$ cat src/rtl/program_loader_if.sv
// Handshake bundle between the program loader and its environment:
// the CPU front-panel controls, the program ROM and the user byte source.
interface program_loader_if;
   logic       i_start;
   logic       i_waiting;
   logic       i_take_input;
   logic [7:0] i_rom_data;
   logic       i_user_valid;
   logic [7:0] i_user_data;
   logic [7:0] o_rom_addr;
   logic [7:0] o_data_out;
   logic       o_load_addr;
   logic       o_load_data;
   logic       o_execute;
   logic       o_input_taken;
   logic       o_user_ready;
   logic       o_busy;
   logic       o_done;

   modport master (
      input  i_start, i_waiting, i_take_input, i_rom_data, i_user_valid, i_user_data,
      output o_rom_addr, o_data_out, o_load_addr, o_load_data, o_execute,
             o_input_taken, o_user_ready, o_busy, o_done
   );

   modport slave (
      output i_start, i_waiting, i_take_input, i_rom_data, i_user_valid, i_user_data,
      input  o_rom_addr, o_data_out, o_load_addr, o_load_data, o_execute,
             o_input_taken, o_user_ready, o_busy, o_done
   );
endinterface

$ cat src/rtl/program_loader.sv
// Operator stand-in: copies a program from ROM into CPU RAM over the front-panel
// handshake, starts it, feeds WRIM input requests and reports when the CPU halts.
module program_loader #(
   parameter int         PROG_LEN  = 16,
   parameter logic [7:0] BASE_ADDR = 8'h00,
   parameter int         HOLD      = 2
) (
   input logic            i_clk,
   input logic            i_reset,
   program_loader_if.master bus
);

   localparam int               CNT_W      = (HOLD > 1) ? $clog2(HOLD) : 1;
   localparam logic [CNT_W-1:0] HOLD_LAST  = CNT_W'(HOLD - 1);
   localparam logic [7:0]       LAST_INDEX = 8'(PROG_LEN - 1);

   typedef enum logic [3:0] {
      IDLE, ROM_RD, ADDR_WAIT, ADDR_PULSE, DATA_WAIT, DATA_PULSE,
      EXEC_WAIT, EXEC_PULSE, RUN, IN_PULSE, DONE
   } state_t;

   state_t           state;
   logic [7:0]       index;
   logic [7:0]       data_reg;
   logic [7:0]       rom_addr;
   logic [7:0]       data_out;
   logic [CNT_W-1:0] hold_cnt;
   logic             armed;
   logic             load_addr;
   logic             load_data;
   logic             execute;
   logic             input_taken;
   logic             user_ready;

   logic addr_entry;
   logic data_entry;
   logic input_req;

   // CPU front-panel phases decoded from its waiting/take_input pair.
   assign addr_entry = bus.i_waiting && !bus.i_take_input;
   assign data_entry = !bus.i_waiting && bus.i_take_input;
   assign input_req  = bus.i_waiting && bus.i_take_input;

   always_ff @(posedge i_clk) begin
      if (i_reset) begin
         state       <= IDLE;
         index       <= 8'h00;
         data_reg    <= 8'h00;
         rom_addr    <= 8'h00;
         data_out    <= 8'h00;
         hold_cnt    <= '0;
         armed       <= 1'b0;
         load_addr   <= 1'b0;
         load_data   <= 1'b0;
         execute     <= 1'b0;
         input_taken <= 1'b0;
         user_ready  <= 1'b0;
      end else begin
         user_ready <= 1'b0;
         case (state)
            IDLE, DONE: begin
               if (bus.i_start) begin
                  index    <= 8'h00;
                  rom_addr <= 8'h00;
                  state    <= ROM_RD;
               end
            end
            ROM_RD: begin
               data_out <= BASE_ADDR + index;
               state    <= ADDR_WAIT;
            end
            // ROM address is stable here, so the read data can be latched every cycle.
            ADDR_WAIT: begin
               data_reg <= bus.i_rom_data;
               if (addr_entry) begin
                  load_addr <= 1'b1;
                  hold_cnt  <= HOLD_LAST;
                  state     <= ADDR_PULSE;
               end
            end
            ADDR_PULSE: begin
               if (hold_cnt == '0) begin
                  load_addr <= 1'b0;
                  data_out  <= data_reg;
                  state     <= DATA_WAIT;
               end else begin
                  hold_cnt <= hold_cnt - CNT_W'(1);
               end
            end
            DATA_WAIT: begin
               if (data_entry) begin
                  load_data <= 1'b1;
                  hold_cnt  <= HOLD_LAST;
                  state     <= DATA_PULSE;
               end
            end
            DATA_PULSE: begin
               if (hold_cnt == '0) begin
                  load_data <= 1'b0;
                  if (index == LAST_INDEX) begin
                     data_out <= 8'h00;
                     state    <= EXEC_WAIT;
                  end else begin
                     index    <= index + 8'd1;
                     rom_addr <= index + 8'd1;
                     state    <= ROM_RD;
                  end
               end else begin
                  hold_cnt <= hold_cnt - CNT_W'(1);
               end
            end
            EXEC_WAIT: begin
               if (addr_entry) begin
                  execute  <= 1'b1;
                  hold_cnt <= HOLD_LAST;
                  state    <= EXEC_PULSE;
               end
            end
            EXEC_PULSE: begin
               if (hold_cnt == '0) begin
                  execute <= 1'b0;
                  armed   <= 1'b0;
                  state   <= RUN;
               end else begin
                  hold_cnt <= hold_cnt - CNT_W'(1);
               end
            end
            // Arming waits for the CPU to leave its previous waiting phase,
            // so a stale request or the pre-run address state is never misread.
            RUN: begin
               if (!armed) begin
                  if (!bus.i_waiting) begin
                     armed <= 1'b1;
                  end
               end else if (input_req) begin
                  if (bus.i_user_valid) begin
                     data_out    <= bus.i_user_data;
                     input_taken <= 1'b1;
                     hold_cnt    <= HOLD_LAST;
                     state       <= IN_PULSE;
                  end
               end else if (addr_entry) begin
                  state <= DONE;
               end
            end
            IN_PULSE: begin
               if (hold_cnt == '0) begin
                  input_taken <= 1'b0;
                  user_ready  <= 1'b1;
                  armed       <= 1'b0;
                  state       <= RUN;
               end else begin
                  hold_cnt <= hold_cnt - CNT_W'(1);
               end
            end
            default: begin
               state <= IDLE;
            end
         endcase
      end
   end

   assign bus.o_rom_addr    = rom_addr;
   assign bus.o_data_out    = data_out;
   assign bus.o_load_addr   = load_addr;
   assign bus.o_load_data   = load_data;
   assign bus.o_execute     = execute;
   assign bus.o_input_taken = input_taken;
   assign bus.o_user_ready  = user_ready;
   assign bus.o_busy        = (state != IDLE) && (state != DONE);
   assign bus.o_done        = (state == DONE);

endmodule

$ cat src/flat_wrapper.sv
// flat-port wrapper written by rule: the top's interface ports become plain ports
module program_loader_flat 
#(
   parameter int         PROG_LEN  = 16,
   parameter logic [7:0] BASE_ADDR = 8'h00,
   parameter int         HOLD      = 2
)
  (i_clk, i_reset, bus_i_start, bus_i_waiting, bus_i_take_input, bus_i_rom_data, bus_i_user_valid, bus_i_user_data, bus_o_rom_addr, bus_o_data_out, bus_o_load_addr, bus_o_load_data, bus_o_execute, bus_o_input_taken, bus_o_user_ready, bus_o_busy, bus_o_done);
  program_loader_if bus_i ();
  input logic i_clk;
  input logic i_reset;
  input wire logic [$bits(bus_i.i_start)-1:0] bus_i_start;
  input wire logic [$bits(bus_i.i_waiting)-1:0] bus_i_waiting;
  input wire logic [$bits(bus_i.i_take_input)-1:0] bus_i_take_input;
  input wire logic [$bits(bus_i.i_rom_data)-1:0] bus_i_rom_data;
  input wire logic [$bits(bus_i.i_user_valid)-1:0] bus_i_user_valid;
  input wire logic [$bits(bus_i.i_user_data)-1:0] bus_i_user_data;
  output wire logic [$bits(bus_i.o_rom_addr)-1:0] bus_o_rom_addr;
  output wire logic [$bits(bus_i.o_data_out)-1:0] bus_o_data_out;
  output wire logic [$bits(bus_i.o_load_addr)-1:0] bus_o_load_addr;
  output wire logic [$bits(bus_i.o_load_data)-1:0] bus_o_load_data;
  output wire logic [$bits(bus_i.o_execute)-1:0] bus_o_execute;
  output wire logic [$bits(bus_i.o_input_taken)-1:0] bus_o_input_taken;
  output wire logic [$bits(bus_i.o_user_ready)-1:0] bus_o_user_ready;
  output wire logic [$bits(bus_i.o_busy)-1:0] bus_o_busy;
  output wire logic [$bits(bus_i.o_done)-1:0] bus_o_done;
  assign bus_i.i_start = bus_i_start;
  assign bus_i.i_waiting = bus_i_waiting;
  assign bus_i.i_take_input = bus_i_take_input;
  assign bus_i.i_rom_data = bus_i_rom_data;
  assign bus_i.i_user_valid = bus_i_user_valid;
  assign bus_i.i_user_data = bus_i_user_data;
  assign bus_o_rom_addr = bus_i.o_rom_addr;
  assign bus_o_data_out = bus_i.o_data_out;
  assign bus_o_load_addr = bus_i.o_load_addr;
  assign bus_o_load_data = bus_i.o_load_data;
  assign bus_o_execute = bus_i.o_execute;
  assign bus_o_input_taken = bus_i.o_input_taken;
  assign bus_o_user_ready = bus_i.o_user_ready;
  assign bus_o_busy = bus_i.o_busy;
  assign bus_o_done = bus_i.o_done;
  program_loader #(.PROG_LEN(PROG_LEN), .BASE_ADDR(BASE_ADDR), .HOLD(HOLD)) u_core (.i_clk(i_clk), .i_reset(i_reset), .bus(bus_i));
endmodule
$ cat config.mk
export PLATFORM = sky130hd
export DESIGN_NAME = program_loader_flat
export DESIGN_NICKNAME = d
export VERILOG_FILES = /design/src/rtl/program_loader_if.sv /design/src/rtl/program_loader.sv /design/src/flat_wrapper.sv
export SDC_FILE = /design/constraint.sdc
export NUM_CORES = 1
export LEC_CHECK = 0
export BUFFER_PORTS_ARGS = -buffer_cell sky130_fd_sc_hd__clkbuf_2
export CAP_MARGIN = 40
export CORE_MARGIN = 3
export CORE_UTILIZATION = 40
export CTS_BUF_LIST = sky130_fd_sc_hd__clkbuf_16
export CTS_CLUSTER_SIZE = 16
export DETAILED_ROUTE_END_ITERATION = 6
export PLACE_DENSITY = 0.73
export SLEW_MARGIN = 0
export SYNTH_ARGS = -nofsm -noshare
export SYNTH_HDL_FRONTEND = slang
export SYNTH_SLANG_ARGS = --single-unit
$ cat constraint.sdc
create_clock -name i_clk -period 2.13 [get_ports i_clk]
set_clock_uncertainty 0.1 [all_clocks]
set_input_delay 0.1065 -clock i_clk [delete_from_list [all_inputs] [get_ports i_clk]]
set_output_delay 0.1065 -clock i_clk [all_outputs]
set_load 0.01 [all_outputs]
== Word-level counts from Yosys, hierarchy flattened ==
Index checks and enable logic that the tools add are counted.
Widths: inputs -> output; s select.
Word-level totals
  output and inout bits: 23
  logic and storage cells: 113
  register bits after elaboration: 35
  bits of input ports: 22
Cells by class
  add/subtract/negate cells: 2
  equal/unequal tests: 29
  reduce and logical (&&, ||, !) cells: 30
  bitwise operators: 1
  muxes and demuxes: 40
Operators with widths (count)
  $mux 8: 9
  $mux 4: 11
  $pmux 4 s9: 1
  $pmux 8 s4: 1
  $eq 4x3->1 const B: 4
  $ne 2x2->1 const B: 8
  $pmux 8 s2: 1
  $ne 2x1->1 const B: 7
  $eq 4x4->1 const B: 3
  $reduce_bool 2->1: 6
  $reduce_bool 4->1: 3
  $mux 1: 10
  $pmux 1 s2: 5
  $reduce_and 10->1: 1
  $reduce_and 3->1: 3
  $add 8x1->8 const B: 1
  $eq 4x2->1 const B: 2
  $eq 8x4->1 const B: 1
  $reduce_or 2->1: 4
  $reduce_and 7->1: 1
  $reduce_and 6->1: 1
  $reduce_and 5->1: 1
  $eq 4x1->1 const B: 1
  $logic_and 1x1->1: 4
  12 further kinds: 13

== Depth between registers and ports, before layout ==
  depth in word-level cells: 6
  gate-level depth with buffers: 8
  mapped depth without buffers: 6

== Worst setup path after synthesis ==
Ideal clock, no wire load.
  kind: reg2reg
  from: reg u_core.state[1]
  to: reg u_core.state[2]
  data required time: 1.960 ns
  clock period less this slack: 2.063 ns
  path buffers: 1
  stages on the path, launching flop included: 7
  slack: 0.067 ns
  library setup time: 0.070 ns
  arrival time: 1.893 ns
  cell sequence: dfxtp_1 -> buf_6 -> xnor2_1 -> and3b_1 -> or4_4 -> or4_1 -> a21oi_1
Between the ends
  cells in the longest elaborated chain, start to end: 4
  elaborated cells on any way between the ends: 25
  classes of those cells: 20 x eq/ne; 1 x mux; 4 x reduce/logical
RTL lines
  from (decl): RTL line program_loader.sv:22  | state_t state;
  from (signal assigned): RTL line program_loader.sv:46  | state <= IDLE;
  from (signal assigned): RTL line program_loader.sv:65  | state <= ROM_RD;
  from (signal assigned): RTL line program_loader.sv:70  | state <= ADDR_WAIT;
  $eq 4x4->1 (tied with other cells): RTL line program_loader.sv:60  | case (state)
  $reduce_or 2->1, on equally long branches
  $ne 2x2->1 (no source line)
  $reduce_and 10->1 (no source line)
Parallel ways exist; a longest one is shown, timed or not.
A chain may end at the register's enable or synchronous reset.

== Worst setup path after layout ==
  from: reg u_core.state[3]
  to: reg u_core.state[2]
Same word-level chain as after synthesis.

==> impl_results.md <==
- Global-route wire length before repair: 9045 um
- Synth warn: 0
- Top cells by area, synth: dfxtp_1 (38%), a21oi_1 (7.6%), nand2_1 (5.9%)
- Wirelength, routed: 5717 um
- Area grow syn2layout: 41.68%
- Die Ht: 74.00 um
- Die W: 74.00 um
- Via count: 2126
- CTS Root Cell: clkbuf_16
- Max Slew Vio Count: 0
- Die footprint: 0.005475 mm^2
- Setup crit end kind: register
- Routed len/inst: 15.84 um
- Final core occ: 59.35%
- Startpoint class of the critical path: register
- Gpl congestion: 0.9348
- Fin nets: 331
- H-Tree Depth: 2
- Fraction of registers with async set/reset: 0%
- Slew margin rel.: 58.42%
- Initial antenna violation count: 0
- GRT Total Usage: 21.27%
- Setup Crit Path Kind: reg2reg
- Tmin final: 2105 ps
- Detailed Routing Iterations Pass 1: 6
- Clk slew on worst S/H paths: 60 ps
- Crit path DAT: 2210 ps
- Fmax: 475.1 MHz
- Sequential area share after synthesis: 37.89%
- Max_cap viols: 0
- Global route total overflow: 0
- Clk_lat worst skew: 280 ps
- Mapped Nets: 256
- Final cycle utilization of the critical path: 98.81%
- Final worst-path setup slack: 25.32 ps
- DP Worst Slack: 9.906 ps
- Final setup viols: 0
- Synth cell types: 46
- Commonest non-fill, non-tap cell in the layout: clkbuf_2
- Crit Path Max Fanout: 8
- PD cells: 1088 mW/mm^2
- CTS tree: built
- Proportion of netlist area held by the largest area contributor: 37.89%
- Register bit total from synthesis: 35
- Drc violations: 0
- Syn Area/Cell: 7.937 um^2
- Worst Path Required: 2230 ps
- Leak: 1.033 nW
- Postcts setup bufs: 0
- I/O pins: 45
- Hold WS: 151.0 ps
- Status: completed
- DR iter-0 viols: 192
- Syn Inst Count: 233
- CTS max path bufs: 2
- Antenna Cells: 0
- Dpl hpwl: 3916 um
- Initial Util: 41.89%
- Worst Max-Slew Pin Slew: 623.7 ps
- Hold WC Path Type: in2reg
- Post-synth EDFFs: 0
- FP Rows: 24
- Placed Area: 0.002315 mm^2
- Final Total Pwr: 2.851 mW
- Most frequent cells in the layout: clkbuf_2 (44), dfxtp_1 (31), nand2_1 (29), buf_4 (29), a21oi_1 (26)
- Core Area: 0.004414 mm^2
- Fill cells: 380
- Max rail drop VDD: 0.0005143 V
- Finished layout cell area: 0.002620 mm^2
- Largest net degree at the start of global routing: 31
- IO buf count: 44
- Yosys top cell by area: dfxtp_1
- Fraction of layout cells with a size suffix above 1: 32.69%
- CTS Sinks: 35
- CTS buffer count: 5
- Synthesized area: 0.001849 mm^2
- Final hold vios: 0
- Vias in the first global route: 1878
- Routed Antenna Nets: 0
- Routed vias/inst: 5.889
- Post-synth top flop: dfxtp_1
==> per-layer routing <==
metal | part of all wire, % | vias to the layer above | routed length, um | global-route usage, %
met5 | 0 | - | 0 | 0
met4 | 0.75 | 0 | 43 | 6.640
met3 | 6.8 | 5 | 390 | 4.324
met2 | 50 | 87 | 2867 | 35.53
met1 | 42 | 1010 | 2416 | 27.56
li1 | - | 1024 | - | -
==> cells by family after synthesis <==
logic type,Yosys count,share of synthesized area (%)
AO/OA/AOI/OAI,75,26.79
adder cells (fa/ha/maj),1,0.6765
XOR/XNOR,3,1.421
buffers and inverters,20,4.736
flip-flops,35,37.89
AND/OR/NAND/NOR,99,28.48
==> synth_stat cells (all sizes together), types with 2 or more instances <==
cell type and instances:
inv 4, nor4b 3, a211oi 10, nand3b 2
dfxtp 35, nor4 3, or3 6, and3 2
o211ai 2, clkbuf 10, a222oi 8, o31ai 2
nor2 18, nand4 3, nand3 6, nand2 29
a21oi 28, or2 2, nand2b 2, nor3 5
o21ai 13, buf 6, a311oi 2, o21a 2
or4 7, xnor2 2, nor2b 5
==> final timing paths <==
kind         slack [ps]                       startpoint                                    end  depth (start not counted)
max                  30     u_core.state[3]$_SDFFE_PP0P_           u_core.state[2]$_SDFFE_PP0P_                          6
min reg2reg         360  u_core.data_reg[7]$_SDFFE_PP0N_        u_core.data_reg[7]$_SDFFE_PP0N_                          2
max reg2reg          30     u_core.state[3]$_SDFFE_PP0P_           u_core.state[2]$_SDFFE_PP0P_                          6
min                 150               bus_i_user_data[2]  u_core.bus.o_data_out[2]$_SDFFE_PP0P_                          3
==> where the power goes <==
group	switching, mW	internal, mW
clock	0.275	0.551
sequential	0.105	0.772
combinational	0.627	0.521
==> layout make-up <==
class / count / area, um^2 / share of cell area [%]
tap: 52 / 65.06 / 2.483
clock inverter: 3 / 43.79 / 1.671
timing repair buffer: 84 / 560.5 / 21.39
multi-input combinational: 178 / 1102 / 42.07
inverter: 4 / 15.01 / 0.5731
clock buffer: 5 / 125.1 / 4.776
sequential: 35 / 708.2 / 27.03
==> per-stage QoR <==
stage / TNS [ps] / instances
detailed placement: 0 / 345
global route: -12.19 / 361
finish: 0 / 361
CTS: 0 / 361
global placement: 0 / 345
floorplan: 0 / 233
==> worst max-delay path: stages, from the launching register on <==
cell and delay [ps]:
dfxtp_4 370, buf_6 130, or3b_4 250, a21oi_2 70, or4_4 480, or4_4 500
a21oi_2 140
==> timing repair <==
item | in CTS | in global routing
hold endpoints to repair | 8 | 0
pin swaps | 0 | 1
setup endpoints to repair | 9 | 10
gates resized for setup | 2 | 13
hold buffers | 8 | 0
Power figures use the tool's default switching activity.
